<file path="config.mk">
export PLATFORM = sky130hd
export DESIGN_NAME = load_store_unit
export DESIGN_NICKNAME = d
export VERILOG_FILES = /design/src/rtl/load_store_unit.sv
export SDC_FILE = /design/constraint.sdc
export NUM_CORES = 1
export LEC_CHECK = 0
export ABC_AREA = 1
export CAP_MARGIN = 10
export CORE_MARGIN = 2
export CORE_UTILIZATION = 55
export DETAILED_ROUTE_END_ITERATION = 16
export PLACE_DENSITY = 0.89
export SYNTH_ARGS = -nofsm -noshare
export SYNTH_HDL_FRONTEND = slang
export SYNTH_SLANG_ARGS = --single-unit
export TNS_END_PERCENT = 1
</file>
<file path="constraint.sdc">
create_clock -name clk -period 4.58 [get_ports clk]
set_input_delay 0.687 -clock clk [delete_from_list [all_inputs] [get_ports clk]]
set_output_delay 0.687 -clock clk [all_outputs]
set_load 0.05 [all_outputs]
</file>
<file path="src/rtl/load_store_unit.sv">
// Byte-serial load/store initiator: splits b/h/w accesses into req/ack byte beats and extends loads.
// Optional macro LSU_MISALIGNED_SPLIT_EN lets misaligned h/w run as byte beats instead of erroring.
module load_store_unit #(
    parameter int ADDR_W   = 10,
    parameter int MAX_WAIT = 15
) (
    input  logic              clk,
    input  logic              rst_n,
    input  logic              start,
    input  logic              memRead,
    input  logic              memWrite,
    input  logic [2:0]        func3,
    input  logic [31:0]       aluOut,
    input  logic [31:0]       data2,
    output logic              busy,
    output logic              done,
    output logic              accessErr,
    output logic [31:0]       memData,
    output logic              memReq,
    output logic              memWe,
    output logic [ADDR_W-1:0] memAddr,
    output logic [7:0]        memWdata,
    input  logic [7:0]        memRdata,
    input  logic              memAck
);
    localparam int WAIT_W = $clog2(MAX_WAIT + 1);

    localparam logic [1:0] S_IDLE  = 2'd0;
    localparam logic [1:0] S_ISSUE = 2'd1;
    localparam logic [1:0] S_DONE  = 2'd2;

    logic [1:0]        state_q, state_d;
    logic [ADDR_W-1:0] addr_q, addr_d;
    logic [31:0]       wdata_q, wdata_d;
    logic [2:0]        f3_q, f3_d;
    logic              we_q, we_d;
    logic [1:0]        beat_q, beat_d;
    logic [WAIT_W-1:0] wait_q, wait_d;
    logic [31:0]       rbuf_q, rbuf_d;
    logic              err_q, err_d;
    logic [31:0]       mem_data_q, mem_data_d;

    logic              illegal, misaligned, req_err;
    logic [1:0]        last_beat;

    logic unused_addr_hi;
    assign unused_addr_hi = ^aluOut[31:ADDR_W];

    function automatic logic [31:0] load_ext(input logic [2:0] f3, input logic [31:0] raw);
        logic [31:0] r;
        case (f3[1:0])
            2'b00:   r = {{24{raw[7]  & ~f3[2]}}, raw[7:0]};
            2'b01:   r = {{16{raw[15] & ~f3[2]}}, raw[15:0]};
            default: r = raw;
        endcase
        return r;
    endfunction

    always_comb begin
        illegal    = (func3 == 3'b011) || (func3[2:1] == 2'b11) || (func3[2] && memWrite);
        misaligned = ((func3[1:0] == 2'b01) && aluOut[0]) ||
                     ((func3[1:0] == 2'b10) && (aluOut[1:0] != 2'b00));
`ifdef LSU_MISALIGNED_SPLIT_EN
        req_err    = illegal;
`else
        req_err    = illegal || misaligned;
`endif
        last_beat  = f3_q[1] ? 2'd3 : (f3_q[0] ? 2'd1 : 2'd0);
    end

    always_comb begin
        state_d    = state_q;
        addr_d     = addr_q;
        wdata_d    = wdata_q;
        f3_d       = f3_q;
        we_d       = we_q;
        beat_d     = beat_q;
        wait_d     = wait_q;
        rbuf_d     = rbuf_q;
        err_d      = err_q;
        mem_data_d = mem_data_q;
        case (state_q)
            S_IDLE: begin
                if (start && (memRead ^ memWrite)) begin
                    addr_d     = aluOut[ADDR_W-1:0];
                    wdata_d    = data2;
                    f3_d       = func3;
                    we_d       = memWrite;
                    beat_d     = 2'd0;
                    wait_d     = '0;
                    rbuf_d     = '0;
                    mem_data_d = '0;
                    err_d      = req_err;
                    state_d    = req_err ? S_DONE : S_ISSUE;
                end
            end
            S_ISSUE: begin
                if (memAck) begin
                    if (!we_q) rbuf_d[8*beat_q +: 8] = memRdata;
                    wait_d = '0;
                    if (beat_q == last_beat) begin
                        state_d    = S_DONE;
                        mem_data_d = we_q ? 32'd0 : load_ext(f3_q, rbuf_d);
                    end else begin
                        beat_d = beat_q + 2'd1;
                    end
                end else if (wait_q == WAIT_W'(MAX_WAIT - 1)) begin
                    // bus never answered: abandon the transfer
                    state_d    = S_DONE;
                    err_d      = 1'b1;
                    mem_data_d = '0;
                end else begin
                    wait_d = wait_q + 1'b1;
                end
            end
            S_DONE:  state_d = S_IDLE;
            default: state_d = S_IDLE;
        endcase
    end

    always_ff @(posedge clk or negedge rst_n) begin
        if (!rst_n) begin
            state_q    <= S_IDLE;
            addr_q     <= '0;
            wdata_q    <= '0;
            f3_q       <= '0;
            we_q       <= 1'b0;
            beat_q     <= '0;
            wait_q     <= '0;
            rbuf_q     <= '0;
            err_q      <= 1'b0;
            mem_data_q <= '0;
        end else begin
            state_q    <= state_d;
            addr_q     <= addr_d;
            wdata_q    <= wdata_d;
            f3_q       <= f3_d;
            we_q       <= we_d;
            beat_q     <= beat_d;
            wait_q     <= wait_d;
            rbuf_q     <= rbuf_d;
            err_q      <= err_d;
            mem_data_q <= mem_data_d;
        end
    end

    // bus outputs decode straight from state so reset drops memReq without a clock
    always_comb begin
        busy      = (state_q != S_IDLE);
        done      = (state_q == S_DONE);
        accessErr = done && err_q;
        memData   = mem_data_q;
        memReq    = (state_q == S_ISSUE);
        memWe     = memReq && we_q;
        memAddr   = memReq ? (addr_q + ADDR_W'(beat_q)) : '0;
        memWdata  = memReq ? wdata_q[8*beat_q +: 8] : 8'd0;
    end
endmodule
</file>
Yosys cells after proc, flatten, opt, wreduce, memory -nomap -nowiden
Cells that the tools add are included.

Add/subtract/negate cells: 4. Multipliers: 0. Divide/modulo/power cells: 0. Magnitude comparators: 0. Equal/unequal tests: 17. Shift operators: 3. Muxes and demuxes: 35. Bitwise gates (word level): 4. Reductions and logical operators: 22.

Operator list (count): $mux 32 (9); $pmux 32 s2 (3); $neg 5->34 (1); $shift 8x34->32 const A (1); $shiftx 8x34->32 (1); $bwmux 32 (1); $shiftx 32x6->8 (1); $mux 2 (9); $mux 4 (3); $reduce_and 4->1 (3); $add 10x2->10 (1); $mux 10 (1); $reduce_and 3->1 (3); $mux 8 (1); $pmux 2 s2 (2); $pmux 4 s2 (1); $eq 2x1->1 const B (3); $eq 2x2->1 const B (3); $logic_and 1x1->1 (6); $ne 2x2->1 const B (3); $reduce_bool 2->1 (3); $add 4x1->4 const B (1); $eq 4x4->1 const B (1); $logic_not 2->1 (2); 14 further kinds (22).

Bits in registers: 119. Bits in latches: 0. Memory bits (writable): 0. Bits in read-only memories: 0. Bits of input ports: 81. Output and inout port bits: 55. Word-level logic and storage cells: 95. Memories kept: 0.

Logic depth before layout (Yosys ltp)
Gate-level depths: netlist of run 1.

Word-level depth: 12. Gate-level depth with buffers: 14. Mapped depth without buffers: 11.

Worst setup path after synthesis of run 1
No wires, ideal clock.

Path type: reg-to-output. Start: register beat_q[0]. End: output memAddr[6]. Data arrival time: 2.379 ns. Required time: 3.893 ns. Setup slack: 1.514 ns. Stages on the path, launching flop included: 8. Path buffers: 0. Cell sequence: dfrtp_1 -> ha_1 -> fa_1 -> nand2_1 -> inv_1 -> nand2_1 -> nor3_1 -> nor3_1.

Longest elaborated chain between the ends: 2.

RTL lines: start: declaration (line 37) `logic [1:0] beat_q, beat_d;`; start signal: assignment (line 139) `beat_q <= beat_d;`; $add 10x2->10 (line 155) `memAddr = memReq ? (addr_q + ADDR_W'(beat_q)) : '0;`; $mux 10 (line 155); end: declaration (line 21) `output logic [ADDR_W-1:0] memAddr,`.

Every way passes these cells.

Worst setup path in the final report of run 1
Start: register beat_q[0]. End: output memWdata[4].

Longest elaborated chain between the ends: 2.

RTL lines: $shiftx 32x6->8 (line 156) `memWdata = memReq ? wdata_q[8*beat_q +: 8] : 8'd0;`; $mux 8 (line 156); end: declaration (line 22) `output logic [7:0] memWdata,`.

Every way passes these cells.

==> impl_metrics.yaml, run 1 <==
floorplanning:
  num_io_pins: 136
  rows: 38
  core_mm2: 0.0109
  chipWidth_um: 110
  start_util: 0.565
  die_h_um: 110
  die_area_mm2: 0.0121
worst_setup_path:
  crit_cells: 5
  setup.worst_path.end_class: "primary output"
  worstReg2RegStart: "beat_q[0]"
  path_max_fanout: 27
  slowest_stage: "dfrtp_1"
  cp_common_cell: "a21oi_1"
  setup.worst_path.end: "memWdata[4]"
  max_stage_delay_ns: 0.86
  worst_ep_required_time_ns: 3.89
  worstSetupStartpointType: "register"
  r2r_cells: 9
  path_delay_family: "buffers and inverters"
  startpoint: "beat_q[0]"
  rrSetupSlack_ns: 0.91
  critPathArrivalTime_ns: 3.50
  r2r_end: "memData[21]"
  worst-path-buf-inv: 2
  critical_path_class: "register to primary output"
  cp_cell_sequence: "inv_1 -> a21oi_1 -> o21ai_0 -> a21oi_1 -> clkdlybuf4s50_1"
timing:
  setup_viol: 0
  maxSlewViolCount: 0
  rsz0062_at_grt: "no"
  layout_min_cycle_time_ns: 4.19
  layout_worst_path_cycle_share: 0.915
  finalSetupTns_ns: 0
  worstMarginPinSlew_ns: 0.922
  setup_ws_ns: 0.389
  hold_viol: 0
  fmax_ghz: 0.239
  max-slew-margin-rel: 0.383
  clock_skew_ns: 0.0123
detailed_routing:
  drt_wl_total_um: 15700
  drc: 0
  num_vias: 5889
  drt_pass1_iterations: 5
  via_per_inst: 5.48
  ant_nets: 0
  wire_per_inst_um: 14.6
  drt_iter0_drc: 411
placement:
  hpwl_um: 10200
  io_buffers: 113
  gp_congestion: 0.903
  place_ws_ns: 0.989
clock_tree:
  cts_resized: 0
  tritoncts: "yes"
  clk_path_buf_depth: 2
  cts_setup_buffers: 0
  clk_pin_slew_ns: 0.06
  clkLatencyLatePin_ns: 0.52
  clock_sinks: 119
  cts-htree-levels: 4
  clockRootBuffer: "clkbuf_8"
  holdBufCountCts: 0
  cts_made_buffers: 17
cells_and_area:
  antenna_cells: 0
  area.growth.synth_to_final_pct: 28.6
  mostFrequentLayoutCell: "nand2_1"
  nets: 1012
  fillers: 800
  layout_common_cells: "nand2_1, dfrtp_1, clkdlybuf4s50_1"
  layout-drive-gt1-share: 0.0589
logic_synthesis:
  synth.cell_area_mm2: 0.00616
  ys_seq_elements: 119
  yosys_warnings: 0
  synthesis.nets: 915
  ys_types: 30
  ys_seq_area_frac: 0.484
  yosysTopAreaCell: "dfrtp_1"
  syn_inst: 824
  synth_top_area_frac: 0.484
  syn-mean-instance-area_um2: 7.47
  synth_area_leaders: "dfrtp_1, nand2_1, nand3_1"
grt:
  grt_pass1_vias: 5580
  grt_max_degree: 63
  grt_util_all_layers: 0.277
  antenna_found_initial: 0
  grt_pass1_wl_um: 25800
  grt-ovfl-total: 0
run_status:
  outcome: "complete, no violations"
flow_run:
  max-cap-violations: 0
power_and_ir_drop:
  power.density_mw_per_mm2: 583
  leakagePower_nw: 3.86
  total_power_w: 0.00462
  ir_drop_mv: 0.393
min_path:
  min_path_type: "primary input to async pin"
==> worst min path at each step <==
stage,slack [ns],startpoint,to,cells after the start
6_report,0.04,rst_n,memData[26],1
5_1_grt,0.06,rst_n,memData[26],1
4_1_cts,0.04,rst_n,memData[26],1
3_5_place_dp,0.46,wdata_q[1],wdata_q[1],2
3_3_place_gp,0.46,wdata_q[30],wdata_q[30],2
2_1_floorplan,0.39,rst_n,addr_q[0],0
==> synthesized netlist by cell type <==
cell        n
buf_1       5
buf_2      12
buf_6       1
a21oi_1    34
nor2_1     39
xor2_1      2
nand3_1    94
nand2_4     1
buf_4       3
inv_1      53
o21ai_1     2
fa_1        1
o21ai_0    79
inv_2       7
clkbuf_1   19
nor2_2      2
nand2_1   313
nand4_4     1
nor2_4      3
nand3_2     2
nor3_1      4
dfrtp_1   119
xnor2_1     1
nand3b_1   11
o21a_1      2
and3_1      1
clkinv_1    2
ha_1        9
nand2_2     1
nor4_1      1
==> where the power goes <==
part	leakage [nW]	internal, W	switching [W]
clock network	0.284	0.000846	0.000498
registers	1.58	0.00131	0.000211
logic	2.00	0.000504	0.00125
==> routing by layer <==
layer  GRT usage  routed length, um
met5           0                  0
met4       0.144                531
met3      0.0753               1380
met2       0.430               7280
met1       0.354               6490
==> final cells by class <==
class	instances	area, um^2	area share
Sequential cell	119	2980	0.376
Multi-Input combinational cell	603	2760	0.349
Timing Repair Buffer	118	1170	0.147
Clock buffer	18	428	0.0541
Inverter	62	233	0.0294
Tap cell	140	175	0.0221
Clock inverter	14	174	0.0220
==> cells by family (layout without fill, tap and decap cells) <==
group,Yosys count,count (layout),share of synthesized area
AND/OR/NAND/NOR,473,473,0.327
flip-flops,119,119,0.484
AO/OA/AOI/OAI,117,117,0.0959
buffers and inverters,102,212,0.0677
adder cells (fa/ha/maj),10,10,0.0215
XOR/XNOR,3,3,0.00427
==> through the flow <==
step                      instance area, um^2  instances  hold WS, ns   util
final                                    7920       1074       0.0446  0.727
after global routing                     7920       1074       0.0562  0.727
after CTS                                7920       1074       0.0442  0.727
after detailed placement                 7310       1042        0.460  0.672
after global placement                   7310       1042        0.456  0.672
after floorplan                          6160        824        0.391      -
==> flip-flops by register name (all words and copies together), names as in the netlist <==
signal and cells:
beat_q 2, err_q 1, wdata_q 32, wait_q 4, state_q 2, we_q 1
memData 32, f3_q 3, rbuf_q 32, addr_q 10
(Power assumes the default switching activity.)
==> inputs of run 2 (changes only) <==
--- a/config.mk
+++ b/config.mk
@@ -7,10 +7,12 @@
 export LEC_CHECK = 0
 export ABC_AREA = 1
 export CAP_MARGIN = 10
+export CORE_ASPECT_RATIO = 0.5
 export CORE_MARGIN = 2
 export CORE_UTILIZATION = 55
 export DETAILED_ROUTE_END_ITERATION = 16
 export PLACE_DENSITY = 0.89
+export RECOVER_POWER = 25
 export SYNTH_ARGS = -nofsm -noshare
 export SYNTH_HDL_FRONTEND = slang
 export SYNTH_SLANG_ARGS = --single-unit
==> run 2 against run 1 <==
Effect of this change: the run now ends with capacitance limit, slew limit left; register-to-register slack worse by 0.05 ns; utilization is 0.34 points lower; routed wire length is 4.7% higher; combinational power hardly changed; non-clock buffer count stayed put; sequential power hardly changed; die area is 0.43% higher; sequential cell count stayed put; clock power hardly changed; via count is 2.4% higher; design area hardly changed.
==> impl_metrics.yaml, run 2 (same netlist as run 1, synthesis figures left out) <==
placement:
  io_buffers: 113
  dpl_cell_area_mm2: 0.00732
  gp_congestion: 0.881
  hpwl_um: 10500
timing:
  layout_worst_path_cycle_share: 0.895
  worstMarginPinSlew_ns: 2.13
  rsz0062_at_grt: "no"
  finalSetupTns_ns: 0
  clock_skew_ns: 0.00806
  fin_hold_ws_ns: 0.474
  maxSlewViolCount: 79
  setup_viol: 0
  hold_viol: 0
  layout_min_cycle_time_ns: 4.10
  fmax_ghz: 0.244
  max-slew-margin-rel: -0.421
clock_tree:
  cts_setup_buffers: 0
  clk_path_buf_depth: 2
  cts_resized: 0
  clk_pin_slew_ns: 0.06
  clkLatencyLatePin_ns: 0.43
  clockRootBuffer: "clkbuf_16"
  clock_sinks: 119
  holdBufCountCts: 0
  cts_made_buffers: 17
  tritoncts: "yes"
  cts-htree-levels: 4
floorplanning:
  die_area_mm2: 0.0121
  chipWidth_um: 154
  start_util: 0.562
  core_mm2: 0.0109
  num_io_pins: 136
  die_h_um: 78.8
  rows: 27
cells_and_area:
  nets: 1012
  mostFrequentLayoutCell: "nand2_1"
  layout_common_cells: "nand2_1, dfrtp_1, clkdlybuf4s50_1"
  layout-drive-gt1-share: 0.0557
  postLayoutCellArea_mm2: 0.00792
  post-route-util: 0.724
  area.growth.synth_to_final_pct: 28.7
  antenna_cells: 0
detailed_routing:
  drt_pass1_iterations: 6
  drt_wl_total_um: 16400
  drc: 0
  wire_per_inst_um: 15.2
  drt_iter0_drc: 461
  ant_nets: 0
  num_vias: 6031
  via_per_inst: 5.59
worst_setup_path:
  worstSetupStartpointType: "register"
  path_max_fanout: 26
  path_delay_family: "buffers and inverters"
  critical_path_class: "register to primary output"
  max_stage_delay_ns: 0.85
  slowest_stage: "dfrtp_1"
  cp_cell_sequence: "ha_1 -> fa_1 -> nand2_1 -> inv_1 -> nand2_1 -> nor3_1 -> a21oi_1 -> nor3_1 -> clkdlybuf4s50_1"
  setup.worst_path.end_class: "primary output"
  worst_ep_required_time_ns: 3.89
  worst-path-buf-inv: 2
  critPathArrivalTime_ns: 3.41
grt:
  grt_pass1_vias: 5758
  grt_util_all_layers: 0.280
  antenna_found_initial: 0
  grt-ovfl-total: 0
  grt_pass1_wl_um: 27000
  grt_max_degree: 63
run_status:
  outcome: "finished with violations"
  violations: "capacitance limit, slew limit"
power_and_ir_drop:
  power.density_mw_per_mm2: 589
  total_power_w: 0.00466
  ir_drop_mv: 0.376
  leakagePower_nw: 3.87
min_path:
  min_path_type: "register to register"
flow_run:
  max-cap-violations: 2
==> run 2: per-stage QoR <==
stage                     cells  worst slack [ns]
after floorplan             824              1.51
after global placement     1047              1.03
after detailed placement   1047             0.973
after CTS                  1079             0.510
after global routing       1079             0.232
final                      1079             0.483
==> run 2: final timing paths <==
check                           slack (ns)     endpoint   startpoint  cells past startpoint
worst min register to register        0.47  wdata_q[29]  wdata_q[29]                      2
max in group asynchronous             1.05    beat_q[1]        rst_n                      2
min in group asynchronous             0.88  wdata_q[20]        rst_n                      1
worst max-delay path                  0.48   memAddr[8]    beat_q[0]                      9
worst min-delay path                  0.47  wdata_q[29]  wdata_q[29]                      2
worst max register to register        0.86  memData[21]    beat_q[0]                      9
==> run 2: layout make-up <==
type | count | area [um^2]
flip-flops and latches | 119 | 2980
clock buffers | 20 | 457
well taps | 145 | 181
repair buffers | 118 | 1160
fillers | 823 | 3030
multi-input cells | 603 | 2760
clock inverters | 12 | 151
inverters | 62 | 233
==> run 2: layer usage <==
metal	track usage	vias to the layer above	part of all wire
met5	0	-	0
met4	0.142	0	0.036
met3	0.0622	63	0.077
met2	0.464	297	0.47
met1	0.351	2832	0.42
li1	-	2839	-
==> run 2: worst reg2reg max path: cells and delay by family (launching register included) <==
kind                       cells  cell delay (ns)
DFF                            1             0.85
and+or+nand+nor                7             1.37
adders and majority gates      1             0.77
buffers and inverters          1             0.62
==> run 2: power by group <==
| group | total (W) | switching [W] | internal, W |
|---|---|---|---|
| Sequential | 0.00152 | 0.000211 | 0.00131 |
| Clock | 0.00137 | 0.000493 | 0.000881 |
| Combinational | 0.00177 | 0.00126 | 0.000503 |
==> inputs of run 3 (changes only) <==
--- a/config.mk
+++ b/config.mk
@@ -11,7 +11,8 @@
 export CORE_MARGIN = 2
 export CORE_UTILIZATION = 55
 export DETAILED_ROUTE_END_ITERATION = 16
-export PLACE_DENSITY = 0.89
+export HOLD_SLACK_MARGIN = 0.08
+export PLACE_DENSITY = 0.91
 export RECOVER_POWER = 25
 export SYNTH_ARGS = -nofsm -noshare
 export SYNTH_HDL_FRONTEND = slang
==> run 3 against run 2 <==
Effect of this change: the flow still finishes with violations (capacitance limit, slew limit); worst setup slack improved by 0.0018 ns; via count fell by 0.96%; total power rose by 2.5%; combinational power barely moved; cell count barely moved; critical path depth fell by 4; design area rose by 0.68%; routed wire length fell by 2.0%; first-iteration DRC count rose by 20%; sequential power barely moved; critical path type unchanged.
==> impl_metrics.yaml, run 3 (same netlist as run 1, synthesis figures left out) <==
run_status:
  outcome: "finished with violations"
  violations: "capacitance limit, slew limit"
cells_and_area:
  layout-drive-gt1-share: 0.0579
  mostFrequentLayoutCell: "nand2_1"
  fillers: 824
  layout_common_cells: "nand2_1, dfrtp_1, clkdlybuf4s50_1"
  antenna_cells: 0
  nets: 1011
  area.growth.synth_to_final_pct: 29.5
timing:
  worstMarginPinSlew_ns: 2.03
  max-slew-margin-rel: -0.351
  rsz0062_at_grt: "no"
  clock_skew_ns: 0.00626
  setup_viol: 0
  maxSlewViolCount: 85
  layout_worst_path_cycle_share: 0.894
  layout_min_cycle_time_ns: 4.10
  fmax_ghz: 0.244
  hold_viol: 0
  finalSetupTns_ns: 0
floorplanning:
  num_io_pins: 136
  start_util: 0.562
  core_mm2: 0.0109
  die_h_um: 78.8
  die_area_mm2: 0.0121
  rows: 27
  chipWidth_um: 154
worst_setup_path:
  slowest_stage: "dfrtp_1"
  r2r_end: "memData[25]"
  rrSetupSlack_ns: 0.75
  worstReg2RegStart: "beat_q[0]"
  setup.worst_path.end_class: "primary output"
  worst_ep_required_time_ns: 3.89
  critPathArrivalTime_ns: 3.41
  path_max_fanout: 27
  worstSetupStartpointType: "register"
  max_stage_delay_ns: 0.88
  r2r_cells: 9
  critical_path_class: "register to primary output"
  cp_cell_sequence: "inv_1 -> a21oi_1 -> o21ai_0 -> a21oi_1 -> clkdlybuf4s50_1"
  cp_common_cell: "a21oi_1"
power_and_ir_drop:
  ir_drop_mv: 0.393
  seqPwrFrac: 0.318
  switching_share: 0.410
  p_int_w: 0.00282
  total_power_w: 0.00478
  leakagePower_nw: 3.88
  power.density_mw_per_mm2: 600
  clockPowerShare: 0.312
  p_sw_w: 0.00196
  combPwrFrac: 0.370
clock_tree:
  clock_sinks: 119
  clockRootBuffer: "clkbuf_16"
  cts_setup_buffers: 0
  cts_made_buffers: 17
  cts_resized: 0
  clk_path_buf_depth: 2
  clkLatencyLatePin_ns: 0.42
  clk_pin_slew_ns: 0.06
  cts-htree-levels: 4
  tritoncts: "yes"
  holdBufCountCts: 0
min_path:
  holdPathEnd: "wdata_q[27]"
  whs_path_depth: 2
  min_path_type: "register to register"
  worstHoldStart: "wdata_q[27]"
detailed_routing:
  wire_per_inst_um: 14.9
  drt_iter0_drc: 552
  num_vias: 5973
  drc: 0
  drt_wl_total_um: 16100
  drt_pass1_iterations: 7
  ant_nets: 0
  via_per_inst: 5.54
grt:
  grt_max_degree: 85
  grt_pass1_wl_um: 26600
  grtUsageMet3: 0.0611
  grt_use_met2: 0.476
  grt.busiest_layer: "met2"
  grt_util_all_layers: 0.276
  grt_pass1_vias: 5707
  grtUsageMet1: 0.344
  antenna_found_initial: 0
  grt-ovfl-total: 0
placement:
  gp_congestion: 0.887
  hpwl_um: 10500
  io_buffers: 113
flow_run:
  max-cap-violations: 1
run 3: cell types whose count changed in the layout (fill, tap and decap cells not counted):
cell | before | now
bufinv_16 | 3 | 5
clkbuf_1 | 3 | 0
clkbuf_2 | 0 | 1
clkbuf_8 | 2 | 3
clkinv_2 | 4 | 2
clkinv_4 | 3 | 0
clkinvlp_4 | 2 | 5
run 3: cell type report:
| cell class | instances | area [um^2] | area share |
|---|---|---|---|
| clock buffers | 20 | 467 | 0.0585 |
| clock inverters | 12 | 198 | 0.0248 |
| inverters | 62 | 233 | 0.0292 |
| multi-input cells | 603 | 2760 | 0.346 |
| flip-flops and latches | 119 | 2980 | 0.373 |
| well taps | 145 | 181 | 0.0228 |
| repair buffers | 117 | 1160 | 0.145 |
run 3: worst max path at each step:
stage | from | slack (ns) | endpoint
6_report | beat_q[0] | 0.48 | memWdata[1]
5_1_grt | beat_q[0] | 0.22 | memWdata[1]
4_1_cts | beat_q[0] | 0.50 | memWdata[1]
3_5_place_dp | beat_q[0] | 0.96 | memData[30]
3_3_place_gp | beat_q[0] | 0.97 | memWdata[1]
2_1_floorplan | beat_q[0] | 1.51 | memAddr[6]
run 3: critical path, delay by kind of cell, from the launching register on:
kind	cells	cell delay [ns]
buffers and inverters	2	1.46
flip-flops	1	0.88
AO/OA/AOI/OAI	3	0.64
run 3: routing by layer:
layer / part of all wire / vias up
li1: - / 2846
met1: 0.41 / 2764
met2: 0.48 / 315
met3: 0.083 / 48
met4: 0.025 / 0
met5: 0 / -
run 3: metrics by stage:
stage | instances | util | hold WS [ns] | instance area, um^2 | worst slack, ns
6_report | 1078 | 0.729 | 0.473 | 7970 | 0.485
5_1_grt | 1078 | 0.729 | 0.489 | 7970 | 0.221
4_1_cts | 1078 | 0.729 | 0.477 | 7980 | 0.501
3_5_place_dp | 1046 | 0.668 | 0.461 | 7310 | 0.957
3_3_place_gp | 1046 | 0.668 | 0.456 | 7310 | 0.969
2_1_floorplan | 824 | - | 0.391 | 6160 | 1.51
run 3: power by group through the flow:
stage | Sequential (W) | Combinational (W) | Clock (W)
detailed placement | 0.00153 | 0.00173 | 0
global placement | 0.00152 | 0.00168 | 0
floorplan | 0.00152 | 0.00124 | 0
CTS | 0.00152 | 0.00175 | 0.00150
global route | 0.00155 | 0.00194 | 0.00155
finish | 0.00152 | 0.00177 | 0.00149
